`config.mk`:
```
export PLATFORM = sky130hd
export DESIGN_NAME = seq_light_monitor
export DESIGN_NICKNAME = d
export VERILOG_FILES = /design/src/rtl/seq_light_pkg.sv /design/src/rtl/seq_light_decode.sv /design/src/rtl/seq_light_monitor.sv
export SDC_FILE = /design/constraint.sdc
export NUM_CORES = 1
export LEC_CHECK = 0
export CORE_UTILIZATION = 45
export CTS_BUF_LIST = sky130_fd_sc_hd__clkbuf_4 sky130_fd_sc_hd__clkbuf_8 sky130_fd_sc_hd__clkbuf_16
export CTS_CLUSTER_DIAMETER = 80
export CTS_CLUSTER_SIZE = 12
export DETAILED_ROUTE_END_ITERATION = 6
export DONT_BUFFER_PORTS = 1
export PLACE_DENSITY = 0.71
export SYNTH_ARGS = -nofsm -noshare
export SYNTH_HDL_FRONTEND = slang
export SYNTH_SLANG_ARGS = --single-unit
```
`constraint.sdc`:
```
create_clock -name clk -period 3.65 [get_ports clk]
set_input_delay 0.5475 -clock clk [delete_from_list [all_inputs] [get_ports clk]]
set_output_delay 0.5475 -clock clk [all_outputs]
set_load 0.02 [all_outputs]
```
`src/rtl/seq_light_pkg.sv`:
```
// Shared types and helpers for the sequential lighting bus monitor.
// Step encoding: 0 = blank, 1..5 = lamp a..e, 7 = more than one lamp lit.
package seq_light_pkg;

    typedef enum logic [1:0] {
        SYNC,
        LOCKED,
        FAULT
    } mon_state_t;

    localparam logic [2:0] STEP_BLANK   = 3'd0;
    localparam logic [2:0] STEP_ILLEGAL = 3'd7;
    localparam logic [2:0] LAST_STEP    = 3'd5;

    // The chaser wraps from the last lamp back to blank; unused codes also map to blank.
    function automatic logic [2:0] next_step(input logic [2:0] s);
        logic [2:0] n;
        if (s >= LAST_STEP) begin
            n = STEP_BLANK;
        end else begin
            n = s + 3'd1;
        end
        return n;
    endfunction

endpackage

```
`src/rtl/seq_light_decode.sv`:
```
// One-hot lamp pattern to step index decoder.
// lamp[4] is lamp a (step 1) down to lamp[0], which is lamp e (step 5).
module seq_light_decode
    import seq_light_pkg::*;
(
    input  logic [4:0] lamp,
    output logic [2:0] step,
    output logic       is_illegal
);

    always_comb begin
        step       = STEP_BLANK;
        is_illegal = 1'b0;
        case (lamp)
            5'b00000: step = STEP_BLANK;
            5'b10000: step = 3'd1;
            5'b01000: step = 3'd2;
            5'b00100: step = 3'd3;
            5'b00010: step = 3'd4;
            5'b00001: step = 3'd5;
            default: begin
                step       = STEP_ILLEGAL;
                is_illegal = 1'b1;
            end
        endcase
    end

endmodule

```
`src/rtl/seq_light_monitor.sv`:
```
// Samples the five-lamp chaser bus, reports step and dwell on every pattern change,
// and tracks sequence order, one-hot legality and stalls with a SYNC/LOCKED/FAULT FSM.
module seq_light_monitor
    import seq_light_pkg::*;
#(
    parameter int CNT_W       = 32,
    parameter int STALL_LIMIT = 2000000
) (
    input  logic             clk,
    input  logic             reset,
    input  logic             a,
    input  logic             b,
    input  logic             c,
    input  logic             d,
    input  logic             e,
    output logic [2:0]       step,
    output logic             step_valid,
    output logic [CNT_W-1:0] dwell,
    output logic             locked,
    output logic             order_err,
    output logic             multi_err,
    output logic             stall,
    output logic [7:0]       err_count
);

    localparam logic [CNT_W-1:0] STALL_CNT = CNT_W'(STALL_LIMIT);
    localparam logic [CNT_W-1:0] CNT_MAX   = '1;

    logic [4:0]       lamp_q;
    logic [4:0]       lamp_prev;
    logic [CNT_W-1:0] dwell_cnt;
    mon_state_t       state;

    logic       change;
    logic [2:0] decoded;
    logic       is_illegal;
    logic       multi_hit;
    logic       order_hit;
    logic       stall_hit;
    logic       err_event;

    seq_light_decode u_decode (
        .lamp       (lamp_q),
        .step       (decoded),
        .is_illegal (is_illegal)
    );

    // Stage 0: capture the lamp bus and the previous sample for change detection.
    always_ff @(posedge clk) begin
        if (reset) begin
            lamp_q    <= 5'd0;
            lamp_prev <= 5'd0;
        end else begin
            lamp_q    <= {a, b, c, d, e};
            lamp_prev <= lamp_q;
        end
    end

    assign change = (lamp_q != lamp_prev);

    // step always mirrors the decode of lamp_prev, so it is the predecessor for order checks.
    assign multi_hit = change && is_illegal;
    assign order_hit = (state == LOCKED) && change && !is_illegal && (decoded != next_step(step));
    assign stall_hit = (state == LOCKED) && !change && (dwell_cnt == STALL_CNT);
    assign err_event = multi_hit || order_hit || stall_hit;

    // Stage 1: dwell counting and step reporting.
    always_ff @(posedge clk) begin
        if (reset) begin
            dwell_cnt  <= '0;
            step       <= STEP_BLANK;
            dwell      <= '0;
            step_valid <= 1'b0;
        end else begin
            step_valid <= change;
            if (change) begin
                dwell_cnt <= CNT_W'(1);
                step      <= decoded;
                dwell     <= dwell_cnt;
            end else if (dwell_cnt != CNT_MAX) begin
                dwell_cnt <= dwell_cnt + CNT_W'(1);
            end
        end
    end

    always_ff @(posedge clk) begin
        if (reset) begin
            state     <= SYNC;
            locked    <= 1'b0;
            order_err <= 1'b0;
            multi_err <= 1'b0;
            stall     <= 1'b0;
            err_count <= 8'd0;
        end else begin
            order_err <= 1'b0;
            multi_err <= 1'b0;
            stall     <= 1'b0;
            if (err_event && (err_count != 8'hFF)) begin
                err_count <= err_count + 8'd1;
            end
            case (state)
                SYNC: begin
                    if (change && (step == STEP_BLANK) && (decoded == 3'd1)) begin
                        state  <= LOCKED;
                        locked <= 1'b1;
                    end else if (multi_hit) begin
                        multi_err <= 1'b1;
                    end
                end
                LOCKED: begin
                    if (multi_hit) begin
                        multi_err <= 1'b1;
                        state     <= FAULT;
                        locked    <= 1'b0;
                    end else if (order_hit) begin
                        order_err <= 1'b1;
                        state     <= FAULT;
                        locked    <= 1'b0;
                    end else if (stall_hit) begin
                        stall  <= 1'b1;
                        state  <= FAULT;
                        locked <= 1'b0;
                    end
                end
                FAULT: begin
                    if (change && (decoded == STEP_BLANK)) begin
                        state <= SYNC;
                    end else if (multi_hit) begin
                        multi_err <= 1'b1;
                    end
                end
                default: begin
                    state  <= SYNC;
                    locked <= 1'b0;
                end
            endcase
        end
    end

endmodule
```
After elaboration in Yosys (flattened, before gate mapping). Index checks and enable logic that the tools add are counted.

Input bits: 7. Register bits after elaboration: 92. Output and inout port bits: 48. Logic and storage cells: 81.

Reduce and logical (&&, ||, !) cells: 24. Bitwise gates (word level): 2. Add/sub/neg operators: 3. Order comparisons: 1. Multiplexer cells: 22. Equality and inequality tests: 16.

Operators with widths (count): $add A32 B1 Y32 const B (1); $eq A32 B21 Y1 const B (1); $ne A32 B32 Y1 const B (1); $pmux W3 S6 (1); $mux W1 (12); $logic_and A1 B1 Y1 (10); $mux W2 (5); $add A8 B1 Y8 const B (1); $ne A8 B8 Y1 const B (1); $logic_not A3 Y1 (2); $pmux W1 S3 (2); $pmux W2 S3 (1); $reduce_and A3 Y1 (2); $reduce_or A6 Y1 (1); $eq A5 B1 Y1 const B (1); $eq A5 B2 Y1 const B (1); $eq A5 B3 Y1 const B (1); $eq A5 B4 Y1 const B (1); $eq A5 B5 Y1 const B (1); $logic_not A5 Y1 (1); $ne A5 B5 Y1 (1); $ne A2 B2 Y1 const B (2); $ne A4 B4 Y1 const B (1); $reduce_or A4 Y1 (1); 14 further kinds (16).

Depth between registers and ports, before layout. Gate-level depths: netlist of run 1.

Word-level depth: 8. Depth in mapped cells: 10. Depth with buffers taken out: 9.

Modules after synthesis. From an unflattened synthesis of run 1, not the netlist that was laid out.

Cell total of the unflattened synthesis: 474. Area total of the unflattened synthesis: 4012.6 µm².

By module, submodules not included: seq_light_monitor (cells an instance 464, area each 3942.5 µm², times used 1, sequential area each 1841.8 µm²); seq_light_decode (cells an instance 10, area each 70.1 µm², times used 1, sequential area each 0.0 µm²).

Worst setup path after synthesis of run 1. No wires, ideal clock.

Path type: register to register. Start point: register step[0]. End point: register err_count[5]. Library setup time: 0.123 ns. Data arrival time: 2.553 ns. Setup slack: 0.974 ns. Buffers on the path: 0. Clock period less this slack: 2.676 ns. Required time: 3.527 ns. Stages on the path, launching flop included: 9. Cells stage by stage: dfxtp_1 inv_1 ha_1 or3_1 a211o_1 a2111o_1 o311ai_2 nor3_1 mux2_1.

Longest elaborated chain between the ends: 7. Elaborated cells on any way between the ends: 8. Classes of those cells: 1 x add/sub; 1 x order compare; 1 x eq/ne; 1 x mux; 4 x reduce/logical.

RTL lines: from (decl) (line seq_light_monitor.sv:16) `output logic [2:0] step,`; from (signal assigned) (line seq_light_monitor.sv:78) `step <= decoded;`; $add A3 B1 Y3 or $ge A3 B3 Y1 (tied branches) (line seq_light_pkg.sv:21, seq_light_pkg.sv:18); $mux W3 * (line seq_light_pkg.sv:18) `if (s >= LAST_STEP) begin`; $ne A3 B3 Y1 * (line seq_light_monitor.sv:63) `assign order_hit = (state == LOCKED) && change && !is_illegal && (decoded != next_step(step));`; $logic_and A1 B1 Y1 * (line seq_light_monitor.sv:63); $logic_or A1 B1 Y1 * (2 in series) (line seq_light_monitor.sv:65) `assign err_event = multi_hit || order_hit || stall_hit;`; $logic_and A1 B1 Y1 * (line seq_light_monitor.sv:98) `if (err_event && (err_count != 8'hFF)) begin`; to (signal assigned) (line seq_light_monitor.sv:99) `err_count <= err_count + 8'd1;`; to (decl) (line seq_light_monitor.sv:23) `output logic [7:0] err_count`.

Mark *: on every way between the ends. The rest lies on a longest branch, timed or not. A chain may end at the register's enable or synchronous reset.

Final worst setup path of run 1. Same ends and word-level chain as after synthesis.

==> out/qor.csv, run 1 <==
metric,value,unit
core_area,8380,µm²
cp_max_fo,13,
drc,0,
finClkSkew,15.1,ps
cp-start-kind,flip-flop,
vias_per_cell,5.54,
clk_transition_reported_paths,90,ps
synth_ff_type,dfxtp_1,
gp_congestion,0.850,
whs_path_depth,1,
cts.sinks,92,
syn_nets,478,
synthArstFlopShare,0,
clkLatencyLatePin,360,ps
antenna_found_initial,0,
drt_wl_total,8140,µm
timing.hold.worst.class,in -> reg,
htreeDepth,3,
fin_crit,3010,ps
leakagePower,1.41,nW
vias,3134,
preCtsSetupSlack,667,ps
hold_buffers,0,
finalPower,0.00193,W
path_cells,inv_1 > ha_1 > or3_1 > a211o_1 > a2111o_1 > o311ai_2 > nor3_1 > mux2_1,
overflow,0,
dieHeight,96.0,µm
synth.avg_cell_area,8.55,µm²
grt_pass1_wl,13800,µm
crit_required,3900,ps
synthCells,465,
fmax,0.332,GHz
grt_max_degree,64,
antenna_cells,0,
post_cts.repair.setup_buffers,0,
post-route-util,0.505,
status,"complete, no violations",
drt_iter0_drc,115,
track_usage,0.193,
syn_area,3980,µm²
crit_type,reg -> reg,
initial_core_util,0.474,
endpoint_kind,flip-flop,
layout_common_cells,"dfxtp_1 (92), nand2_1 (79), nor2_1 (47), a21oi_1 (42), xor2_1 (23)",
synth-edff-count,0,
relSlewSlack,0.401,
nets,469,
cts_resized,0,
grt_pass1_vias,2976,
reg2reg_depth,8,
finalMaxSlewViolations,0,
finalSetupViolations,0,
port_buffers,0,
rsz0062_at_grt,no,
cts_tree,built,
wl_per_cell,14.4,µm
cp_slowest_cell,dfxtp_1,
cellPowerDensity,456,nW/µm²
clock-root-buffer,clkbuf_8,
final.setup.tns,0,ps
peakVddDrop,0.000221,V
synth_cell_types,48,
ant_nets,0,
slowest_delay,550,ps
ys_seq_elements,92,
worst_hold_slack,249,ps
drive_gt1_frac,0.0586,
dieArea,9210,µm²
worst_pin_slew,891,ps
max_cap_violations,0,
num_rows,33,
final_common_cell,dfxtp_1,
seq_area_frac_synth,0.463,
dp_hpwl,5710,µm
clock_path_buffers,2,
hold_viol_final,0,
io-pin-count,55,
fin_crit_sh,0.825,
dr.pass1.iters,4,
critPathArrivalTime,3260,ps
yosys_warnings,0,
fin_ws,637,ps
cts_buffers,9,
die_w,96.0,µm
area_delta_synth_final,6.52,%
critical path: cells and delay by family (launching register included):
family	cells	cell delay, ps
buffers and inverters	1	110
adder cells (fa/ha/maj)	1	350
flip-flops	1	550
AND/OR/NAND/NOR	2	540
AO/OA/AOI/OAI	3	1000
multiplexers	1	340
routing by layer:
layer,track usage,wire (µm)
met5,0,0
met4,0.0970,154
met3,0.0553,497
met2,0.318,3820
met1,0.229,3670
synth_stat cells (2+ instances only):
| cell type | number | area (µm²) |
|---|---|---|
| a211oi_1 | 3 | 22.5 |
| a21oi_1 | 42 | 210 |
| and3_1 | 10 | 62.6 |
| and4_1 | 4 | 35.0 |
| buf_4 | 2 | 15.0 |
| buf_6 | 2 | 22.5 |
| clkbuf_1 | 18 | 67.6 |
| dfxtp_1 | 92 | 1840 |
| ha_1 | 6 | 75.1 |
| inv_1 | 9 | 33.8 |
| maj3_1 | 2 | 20.0 |
| mux2_1 | 3 | 33.8 |
| mux2i_1 | 2 | 20.0 |
| nand2_1 | 79 | 297 |
| nand2b_1 | 5 | 31.3 |
| nand3_1 | 22 | 110 |
| nand4_1 | 10 | 62.6 |
| nor2_1 | 47 | 176 |
| nor2b_1 | 14 | 87.6 |
| nor3_1 | 7 | 35.0 |
| nor4_1 | 11 | 68.8 |
| nor4b_1 | 5 | 43.8 |
| o21ai_0 | 5 | 25.0 |
| or3_1 | 5 | 31.3 |
| xnor2_1 | 15 | 131 |
| xor2_1 | 23 | 201 |
logic make-up after synthesis:
family	count (synthesis)	share of synthesized area
DFF	92	0.463
adders and majority gates	9	0.0268
buffers and inverters	33	0.0371
muxes	5	0.0135
and+or+nand+nor	226	0.277
xor gates and xnor gates	38	0.0837
AOI/OAI and AO/OA	62	0.0985
path summary, 6_finish.rpt:
check / from / endpoint / slack [ps]
worst min register to register: state[1]$_SDFFE_PP0P_ / state[0]$_SDFFE_PP0P_ / 480
worst min-delay path: reset / err_count[6]$_SDFFE_PP0P_ / 250
worst max register to register: step[0]$_SDFFE_PP0P_ / err_count[5]$_SDFFE_PP0P_ / 640
worst max-delay path: step[0]$_SDFFE_PP0P_ / err_count[5]$_SDFFE_PP0P_ / 640
registers in the layout, summed over array words and instances (netlist names):
| name | cells |
|---|---|
| err_count | 8 |
| order_err | 1 |
| lamp_q | 5 |
| multi_err | 1 |
| state | 2 |
| stall | 1 |
| step | 3 |
| dwell_cnt | 32 |
| step_valid | 1 |
| locked | 1 |
| dwell | 32 |
| lamp_prev | 5 |
per-stage QoR:
| step | area (µm²) | instances |
|---|---|---|
| floorplan | 3980 | 465 |
| finish | 4230 | 566 |
| detailed placement | 4020 | 550 |
| global placement | 4020 | 550 |
| global route | 4230 | 566 |
| CTS | 4230 | 566 |
report_power, final:
group / internal [W] / total [W] / switching (W)
clock network: 0.000370 / 0.000715 / 0.000345
logic: 0.0000569 / 0.000146 / 0.0000890
registers: 0.00102 / 0.00107 / 0.0000454
final cells by class:
type | count | area [µm²]
fill | 794 | 4150
multi-input combinational | 340 | 1990
sequential | 92 | 1840
clock buffer | 13 | 166
tap | 105 | 131
clock inverter | 3 | 45.0
inverter | 9 | 33.8
timing repair buffer | 4 | 30.0
(Power assumes the default switching activity.)
==> run 2: changes to the inputs <==
- PLACE_DENSITY: 0.71 -> 0.73
- clock period: 3.65 -> 2.64 ns (I/O delays scaled with it)
==> run 2 against run 1 <==
Compared with the run above: largest cell class unchanged; count of clock-buffer cells in the layout shrank 1; critical endpoint unchanged; fmax grew 19%; cell count grew 3.9%; combinational power grew 78%; first-iteration DRC count shrank 7.8%; sequential share of layout area shrank 1.6 points; non-clock buffer count grew 22.
==> out/qor.csv, run 2 (synthesis gave the netlist of run 1 again) <==
metric,value,unit
cellPowerDensity,584,nW/µm²
antenna_found_initial,0,
intPower,0.00191,W
seq_area,1840,µm²
vias,3168,
status,"complete, no violations",
worst_hold_slack,101,ps
placed_area,4190,µm²
ant_nets,0,
io-pin-count,55,
relSlewSlack,0.608,
path_cells,inv_1 > ha_1 > or3_1 > a211o_1 > a2111o_1 > o311ai_4 > nor3_1 > mux2_1,
cp-start-kind,flip-flop,
reg_top3,"dwell (32), dwell_cnt (32), err_count (8)",
cp_slowest_cell,a2111o_1,
seqPwrFrac,0.567,
clk_transition_reported_paths,90,ps
gp_congestion,0.819,
dieArea,9210,µm²
post-route-util,0.525,
drc,0,
slowest_delay,430,ps
die_w,96.0,µm
track_usage,0.196,
fin_crit_sh,0.959,
clkLatencyLatePin,350,ps
port_buffers,0,
dp_hpwl,5840,µm
nets,491,
fin_ws,109,ps
dr.pass1.iters,4,
nFillCells,776,
peakVddDrop,0.000291,V
vias_per_cell,5.39,
critPathArrivalTime,2780,ps
final.setup.tns,0,ps
clock_power_share,0.332,
drive_gt1_frac,0.114,
swShare,0.257,
clock_path_buffers,2,
endpoint_kind,flip-flop,
multi_input_area,2020,µm²
preCtsSetupSlack,-23.3,ps
cts_buffers,9,
drt_iter0_drc,106,
stdcell_area,4400,µm²
cts_tree,built,
crit_type,reg -> reg,
finalSetupViolations,0,
cp_max_fo,8,
timing.hold.worst.class,in -> reg,
wl_per_cell,14.0,µm
htreeDepth,3,
antenna_cells,0,
hold_buffers,0,
clock-root-buffer,clkbuf_8,
grt_pass1_wl,14100,µm
area_delta_synth_final,10.8,%
final_common_cell,dfxtp_1,
cts.sinks,92,
whs_path_depth,1,
post_cts.repair.setup_buffers,0,
initial_core_util,0.474,
finalMaxSlewViolations,0,
max_cap_violations,0,
hold_viol_final,0,
num_rows,33,
comb_power_share,0.101,
dieHeight,96.0,µm
grt_max_degree,64,
worst_pin_slew,583,ps
crit_required,2890,ps
finClkSkew,5.60,ps
grt_pass1_vias,3035,
reg2reg_depth,8,
layout_common_cells,"dfxtp_1 (91), nand2_1 (79), nor2_1 (47), a21oi_1 (42), buf_4 (26)",
p_sw,0.000663,W
fmax,0.395,GHz
core_area,8380,µm²
drt_wl_total,8210,µm
leakagePower,1.51,nW
overflow,0,
fin_crit,2530,ps
run 2: cell count changes in the layout (fill, tap and decap cells not counted), sizes merged:
cell	change
buf	+22
clkinv	+2
bufinv	-1
clkbuf	-1
run 2: timing repair:
action	in CTS	in global routing
setup endpoints to repair	2	12
pin swaps	0	3
resized for setup	1	5
run 2: per-stage QoR:
stage | cells | total power (W)
finish | 588 | 0.00257
global route | 588 | 0.00269
CTS | 588 | 0.00260
detailed placement | 572 | 0.00174
global placement | 572 | 0.00173
floorplan | 465 | 0.00169
run 2: power groups by stage:
stage	sequential [W]	combinational [W]	clock, W
after global placement	0.00149	0.000243	0
after detailed placement	0.00149	0.000251	0
after CTS	0.00146	0.000258	0.000880
after global routing	0.00146	0.000289	0.000932
after floorplan	0.00149	0.000192	0
final	0.00146	0.000260	0.000854
run 2: area by class of cell:
class,instances,share of cell area
Tap cell,105,0.0298
Clock buffer,12,0.0347
Inverter,9,0.00767
Sequential cell,92,0.419
Multi-Input combinational cell,340,0.459
Clock inverter,4,0.00568
Timing Repair Buffer,26,0.0443
run 2: routing by layer:
metal  vias up  track usage  part of all wire
met5         -            0                 0
met4         0       0.0796             0.014
met3        11       0.0450             0.063
met2        71        0.331              0.47
met1      1473        0.239              0.45
li1       1613            -                 -
run 2: worst max-delay path: cells and delay by family, from the launching register on:
kind | cells | cell delay (ps)
adder cells (fa/ha/maj) | 1 | 310
AO/OA/AOI/OAI | 3 | 870
buffers and inverters | 1 | 70
AND/OR/NAND/NOR | 2 | 510
multiplexers | 1 | 320
flip-flops | 1 | 330
run 2: path summary, 6_finish.rpt:
| kind | from | to | slack, ps |
|---|---|---|---|
| worst max-delay path | step[1]$_SDFFE_PP0P_ | err_count[5]$_SDFFE_PP0P_ | 110 |
| worst min-delay path | reset | err_count[3]$_SDFFE_PP0P_ | 100 |
| worst max register to register | step[1]$_SDFFE_PP0P_ | err_count[5]$_SDFFE_PP0P_ | 110 |
| worst min register to register | state[1]$_SDFFE_PP0P_ | state[0]$_SDFFE_PP0P_ | 500 |
==> run 3: changes to the inputs <==
- CTS_BUF_LIST: sky130_fd_sc_hd__clkbuf_4 sky130_fd_sc_hd__clkbuf_8 sky130_fd_sc_hd__clkbuf_16 -> sky130_fd_sc_hd__clkbuf_16
- PLACE_DENSITY: 0.73 -> 0.7
==> run 3 against run 2 <==
Compared with the run above: register-to-register slack better by 20 ps; sequential power about the same; utilization increased by 1.2 points; clock skew grew 1.7 ps; global-route usage grew 0.45 points; die area unchanged; via count grew 1.8%; highest routed layer unchanged.
==> out/qor.csv, run 3 (synthesis gave the netlist of run 1 again) <==
metric,value,unit
slowest_delay,430,ps
clk_transition_reported_paths,60,ps
clock-root-buffer,clkbuf_16,
clock_path_buffers,2,
final_common_cell,dfxtp_1,
cts_buffers,9,
cellPowerDensity,664,nW/µm²
cts_tree,built,
htreeDepth,3,
wl_per_cell,14.5,µm
dp_hpwl,5920,µm
drive_gt1_frac,0.106,
cts.sinks,92,
status,"complete, no violations",
overflow,0,
gp_congestion,0.874,
vias,3225,
port_buffers,0,
core_area,8380,µm²
antenna_cells,0,
leakagePower,1.56,nW
finalPower,0.00299,W
grt_max_degree,64,
drt_iter0_drc,170,
antenna_found_initial,0,
ant_nets,0,
relSlewSlack,0.485,
cp-start-kind,flip-flop,
placed_area,4160,µm²
reg_top3,"dwell (32), dwell_cnt (32), err_count (8)",
seq_area,1840,µm²
finalSetupViolations,0,
dr.pass1.iters,4,
die_w,96.0,µm
hold_buffers,0,
area_delta_synth_final,13.3,%
worst_pin_slew,767,ps
finalMaxSlewViolations,0,
fin_crit,2510,ps
drc,0,
hold_viol_final,0,
track_usage,0.200,
stdcell_area,4500,µm²
max_cap_violations,0,
fin_crit_sh,0.950,
path_buf_inv,1,
initial_core_util,0.474,
finClkSkew,7.33,ps
layout_common_cells,"dfxtp_1 (91), nand2_1 (79), nor2_1 (47), a21oi_1 (42)",
crit_required,2870,ps
path_cells,inv_1 > ha_1 > or3_1 > a211o_1 > a2111o_1 > o311ai_4 > nor2b_2 > mux2_1,
endpoint_kind,flip-flop,
clkLatencyLatePin,340,ps
cp_max_fo,6,
crit_family,compound AO/OA/AOI/OAI gates,
drt_wl_total,8500,µm
crit_type,reg -> reg,
grt_pass1_vias,3075,
nets,489,
dieArea,9210,µm²
multi_input_area,2020,µm²
timing.hold.worst.class,in -> reg,
worst_hold_slack,138,ps
dieHeight,96.0,µm
io-pin-count,55,
nFillCells,777,
peakVddDrop,0.000278,V
grt_pass1_wl,14200,µm
rsz0062_at_grt,no,
final.setup.tns,0,ps
vias_per_cell,5.50,
num_rows,33,
critPathArrivalTime,2730,ps
fmax,0.399,GHz
cp_slowest_cell,a2111o_1,
-- run 3: cell count changes in the layout (fill, tap and decap cells not counted), sizes merged --
cell and delta:
buf -2, bufinv +1, clkbuf -3, inv +2
-- run 3: cell type report --
class,instances,share of cell area
clock buffer,9,0.0500
multi-input combinational,340,0.448
inverter,9,0.00750
sequential,92,0.409
clock inverter,7,0.0150
timing repair buffer,24,0.0408
tap,105,0.0292
-- run 3: report_power, final --
group	internal [W]	total, W	switching [W]
Combinational	0.000115	0.000272	0.000157
Clock	0.000730	0.00126	0.000529
Sequential	0.00142	0.00146	0.0000440
Total	0.00226	0.00299	0.000729
-- run 3: per-stage QoR --
step | cells | utilization | setup slack (ps)
after global routing | 586 | 0.537 | 1.19
after CTS | 584 | 0.532 | 20.7
after global placement | 568 | 0.496 | 70.6
after floorplan | 465 | - | 0.303
final | 586 | 0.537 | 131
after detailed placement | 568 | 0.496 | 15.8
-- run 3: worst paths after layout --
kind | cells past startpoint | to | from | slack [ps]
setup / recovery | 8 | err_count[0]$_SDFFE_PP0P_ | step[1]$_SDFFE_PP0P_ | 130
hold / removal | 1 | dwell[24]$_SDFFE_PP0P_ | reset | 140
setup reg to reg | 8 | err_count[0]$_SDFFE_PP0P_ | step[1]$_SDFFE_PP0P_ | 130
hold reg to reg | 1 | state[0]$_SDFFE_PP0P_ | state[1]$_SDFFE_PP0P_ | 490
-- run 3: repair_timing --
action | CTS | global route
gates cloned | 0 | 0
setup endpoints to repair | 3 | 10
setup buffers | 0 | 2
resized for setup | 1 | 5
pin swaps | 0 | 3
-- run 3: per-layer routing --
metal	wire, µm	global-route usage
met4	148	0.0821
met3	571	0.0648
met5	0	0
met1	3920	0.248
met2	3860	0.319
